==> src/rtl/z_result_unloader_if.sv <==
// z_result_unloader_if: word-wide valid/ready beat bus from the Z result register to the datapath
interface z_result_unloader_if #(
    parameter int DATA_WIDTH = 32
);
    logic [DATA_WIDTH-1:0] out_data;
    logic                  out_valid;
    logic                  out_ready;
    logic                  out_is_high;

    modport master (
        output out_data,
        output out_valid,
        output out_is_high,
        input  out_ready
    );

    modport slave (
        input  out_data,
        input  out_valid,
        input  out_is_high,
        output out_ready
    );
endinterface

==> src/rtl/z_result_unloader.sv <==
// z_result_unloader: captures a double-width ALU result into Z and drains it as low then optional high beat
module z_result_unloader #(
    parameter int DATA_WIDTH = 32
) (
    input  logic                    clock,
    input  logic                    clear,
    input  logic [2*DATA_WIDTH-1:0] result_in,
    input  logic                    capture,
    input  logic                    lo_only,
    input  logic                    overrun_clr,
    output logic                    hi_nonzero,
    output logic                    busy,
    output logic                    overrun,
    z_result_unloader_if.master     bus
);
    typedef enum logic [1:0] {IDLE, SEND_LO, SEND_HI} state_t;

    state_t                  state;
    logic [2*DATA_WIDTH-1:0] z;
    logic                    lo_only_r;
    logic                    final_beat;
    logic                    accept;

    // A new capture may ride on the handshake of the last beat so streams have no bubble
    assign final_beat = bus.out_ready && ((state == SEND_LO && lo_only_r) || state == SEND_HI);
    assign accept     = capture && (state == IDLE || final_beat);

    always_ff @(posedge clock or posedge clear) begin
        if (clear) begin
            state      <= IDLE;
            z          <= '0;
            lo_only_r  <= 1'b0;
            hi_nonzero <= 1'b0;
            overrun    <= 1'b0;
        end else begin
            if (accept) begin
                z          <= result_in;
                lo_only_r  <= lo_only;
                hi_nonzero <= |result_in[2*DATA_WIDTH-1:DATA_WIDTH];
                state      <= SEND_LO;
            end else if (bus.out_ready) begin
                state <= (state == SEND_LO && !lo_only_r) ? SEND_HI : IDLE;
            end
            // A dropped capture beats a simultaneous clear request
            overrun <= (capture && !accept) ? 1'b1 : overrun_clr ? 1'b0 : overrun;
        end
    end

    always_comb begin
        bus.out_data = (state == SEND_LO) ? z[DATA_WIDTH-1:0] :
                       (state == SEND_HI) ? z[2*DATA_WIDTH-1:DATA_WIDTH] : '0;
    end

    assign bus.out_valid   = (state != IDLE);
    assign bus.out_is_high = (state == SEND_HI);
    assign busy            = (state != IDLE);
endmodule

==> src/flat_wrapper.sv <==
// flat-port wrapper written by rule: the top's interface ports become plain ports
module z_result_unloader_flat 
#(
    parameter int DATA_WIDTH = 32
)
  (clock, clear, result_in, capture, lo_only, overrun_clr, hi_nonzero, busy, overrun, bus_out_data, bus_out_valid, bus_out_is_high, bus_out_ready);
  z_result_unloader_if #(.DATA_WIDTH(DATA_WIDTH)) bus_i ();
  input  logic clock;
  input  logic clear;
  input  logic [2*DATA_WIDTH-1:0] result_in;
  input  logic capture;
  input  logic lo_only;
  input  logic overrun_clr;
  output logic hi_nonzero;
  output logic busy;
  output logic overrun;
  output wire logic [$bits(bus_i.out_data)-1:0] bus_out_data;
  output wire logic [$bits(bus_i.out_valid)-1:0] bus_out_valid;
  output wire logic [$bits(bus_i.out_is_high)-1:0] bus_out_is_high;
  input wire logic [$bits(bus_i.out_ready)-1:0] bus_out_ready;
  assign bus_out_data = bus_i.out_data;
  assign bus_out_valid = bus_i.out_valid;
  assign bus_out_is_high = bus_i.out_is_high;
  assign bus_i.out_ready = bus_out_ready;
  z_result_unloader #(.DATA_WIDTH(DATA_WIDTH)) u_core (.clock(clock), .clear(clear), .result_in(result_in), .capture(capture), .lo_only(lo_only), .overrun_clr(overrun_clr), .hi_nonzero(hi_nonzero), .busy(busy), .overrun(overrun), .bus(bus_i));
endmodule
==> config.mk <==
export PLATFORM = sky130hd
export DESIGN_NAME = z_result_unloader_flat
export DESIGN_NICKNAME = d
export VERILOG_FILES = /design/src/rtl/z_result_unloader_if.sv /design/src/rtl/z_result_unloader.sv /design/src/flat_wrapper.sv
export SDC_FILE = /design/constraint.sdc
export NUM_CORES = 1
export LEC_CHECK = 0
export ABC_AREA = 1
export CORE_UTILIZATION = 45
export CTS_CLUSTER_SIZE = 12
export DETAILED_ROUTE_END_ITERATION = 12
export PLACE_DENSITY_LB_ADDON = 0.05
export SYNTH_ARGS = -nofsm -noshare
export SYNTH_HDL_FRONTEND = slang
export SYNTH_SLANG_ARGS = --single-unit
==> constraint.sdc <==
create_clock -name clock -period 2.8 [get_ports clock]
set_input_delay 0.84 -clock clock [delete_from_list [all_inputs] [get_ports clock]]
set_output_delay 0.84 -clock clock [all_outputs]
set_load 0.01 [all_outputs]
==> impl_results.md <==
* TritonCTS clock tree: built
* CP Cell Sequence: inv_2 > nor2_2 > inv_1 > o21ai_1 > clkdlybuf4s50_1
* Die width at 85.29 um
* Drt drc at 0
* Latest clock arrival within the worst-skew pair at 340 ps
* Fin util at 0.6889
* Seq cells post-synth at 69
* RSZ-0062 raised after global routing: yes
* NumNets Final at 580
* TritonCTS buffer count at 9
* Core ar. at 6531 um2
* Largest net degree at the start of global routing at 71
* Max-cap violations at 0
* FF+latch area at 1727 um2
* CTS clk-pin slew, worst paths at 70 ps
* # rows at 29
* Layout area overhead at 44.13%
* Clock buffer depth at 2
* Syn nets at 469
* Startpoint types: flip-flop
* Crit path DAT at 1970 ps
* Endpoints failing setup at 1
* Layout cells sized above 1 at 0.07379
* Clock sink count at 69
* ANT nets after route at 0
* Leak at 0.002222 uW
* PD cells at 968.3 nW/um2
* Synth area leaders: dfrtp_1 55%, nand2_1 19%, o21ai_0 12%
* Slowest cell on the critical path: clkdlybuf4s50_1
* Biggest area consumer among synthesized cells: dfrtp_1
* Fillers at 544
* Syn Inst Count at 399
* Crit path max fanout at 12
* Slew headroom at 0.6594
* Share of the synthesized area in the top cell type at 0.5531
* Worst setup path category: reg -> out
* Initial DRC count at 163
* Vias in the first global route at 2761
* Max Freq at 0.3556 GHz
* DR vias at 2818
* Antenna fix cells at 0
* Port Buffers at 106
* Synth unique cells at 14
* GR Overflow Total at 0
* Worst hold path type: reg -> reg
* CTS H-tree lvls at 3
* Die ar. at 7274 um2
* Violated checks: negative setup slack
* Detailed placement HPWL at 5.295 mm
* Final hold vios at 0
* GRT Util Overall at 0.2347
* Multi-input gate area at 1105 um2
* Max stage delay on crit path at 580 ps
* Clock skew at 6.450 ps
* Outcome: finished with violations
* Crit path capture type: primary output
* Vias per cell at 4.760
* Tcrit/Tclk final at 1.004
* Synthesized area at 3122 um2
* Register area share after synthesis at 0.5531
* Min Tclk post-route at 2812 ps
* Syn. warnings at 0
* Initial antenna violation count at 0
* Slew Limit Fails at 0
* Post-Route WL at 7.858 mm
* RD Place Congestion at 0.8021
* Worst slew pin tran at 510.1 ps
* DR pass1 iterations at 4
* Fin Hold WS at 480.1 ps
* Root cell of the clock tree: clkbuf_8
* Overall power at 4357 uW
* Maximum vdd drop at 0.5186 mV
* DR WL/cell at 13.27 um
* Die Y at 85.29 um
* Starting Density at 0.4780
* Final setup margin at -12.11 ps
* Syn Area/Cell at 7.824 um2
* First-pass GRT wire length at 13.14 mm
* I/O pins at 107
* Worst EP required at 1960 ps
* Setup TNS at -12.11 ps
where the power goes:
part | leakage (uW) | internal [uW] | switching [uW]
clock | 0.0000923 | 410 | 376
combinational | 0.00128 | 845 | 1070
sequential | 0.000848 | 1460 | 191
total | 0.00222 | 2720 | 1640
path summary, 6_finish.rpt:
check | from | to | slack, ps | cells past startpoint
worst max register to register | u_core.state[1] | u_core.hi_nonzero | 1330 | 9
worst min-delay path | u_core.z[60] | u_core.z[60] | 480 | 2
worst max-delay path | u_core.state[1] | bus_out_data[3] | -10 | 5
max in group asynchronous | clear | u_core.z[0] | 1430 | 3
min in group asynchronous | clear | u_core.z[19] | 840 | 2
worst min register to register | u_core.z[60] | u_core.z[60] | 480 | 2
through the flow:
stage               instances  setup WS, ps  area (um2)
floorplan                 399         220.1        3122
global placement          569         307.0        4259
detailed placement        569         192.8        4259
CTS                       590        -9.190        4477
global route              592        -121.6        4499
finish                    592        -12.11        4499
synthesized netlist by cell type:
cell / instances
buf_2: 9
buf_4: 1
buf_6: 3
clkbuf_1: 7
dfrtp_1: 69
inv_1: 47
inv_2: 3
nand2_1: 157
nand2_2: 1
nand3_1: 4
nand3_4: 1
nor2_1: 22
o21ai_0: 72
o22ai_1: 3
repair_timing:
item,4_1_cts,5_1_grt
setup buffers,4,2
cloned,1,0
endpoints found under the setup margin,25,14
hold buffers,0,0
resized for setup,24,7
critical path, delay by kind of cell, from the launching register on:
kind                   cells  cell delay [ps]
and+or+nand+nor            1              100
buffers and inverters      3              860
DFF                        1              420
AOI/OAI and AO/OA          1              260
layout make-up:
type / instances / share of cell area
clock buffer: 10 / 0.02836
clock inverter: 6 / 0.01418
inverter: 50 / 0.04255
multi-input combinational: 260 / 0.2456
sequential: 69 / 0.3838
tap: 77 / 0.02141
timing repair buffer: 119 / 0.2625
timing repair inverter: 1 / 0.001669
per-layer routing:
| metal | global-route usage | part of all wire | wire, um |
|---|---|---|---|
| met2 | 0.3658 | 0.46 | 3623 |
| met3 | 0.06323 | 0.057 | 450 |
| met4 | 0.06061 | 0.013 | 102 |
| met5 | 0 | 0 | 0 |
| met1 | 0.3278 | 0.47 | 3681 |
registers in the layout, summed over array words and instances (netlist names):
name,count
u_core.hi_nonzero,1
u_core.state,2
u_core.lo_only_r,1
u_core.overrun,1
u_core.z,64
logic make-up after synthesis:
logic type | after synthesis | share of synthesized area
AND/OR/NAND/NOR | 185 | 0.2293
AO/OA/AOI/OAI | 75 | 0.1214
flip-flops | 69 | 0.5531
buffers and inverters | 70 | 0.09619
placed cells by master, fill, tap and decap left out, types with 2 or more instances in the layout:
cell and instances:
o21ai_1 6, nand3_1 4, nand2_1 157, o22ai_1 3, dlygate4sd2_1 18, buf_12 3, clkinv_2 2, o21ai_0 66
buf_4 10, dlymetal6s2s_1 3, clkdlybuf4s50_1 85, inv_2 4, clkinvlp_4 4, inv_1 45, clkbuf_8 9, dfrtp_1 69
nor2_1 20
Note: power is estimated with default switching activity, not from simulation.
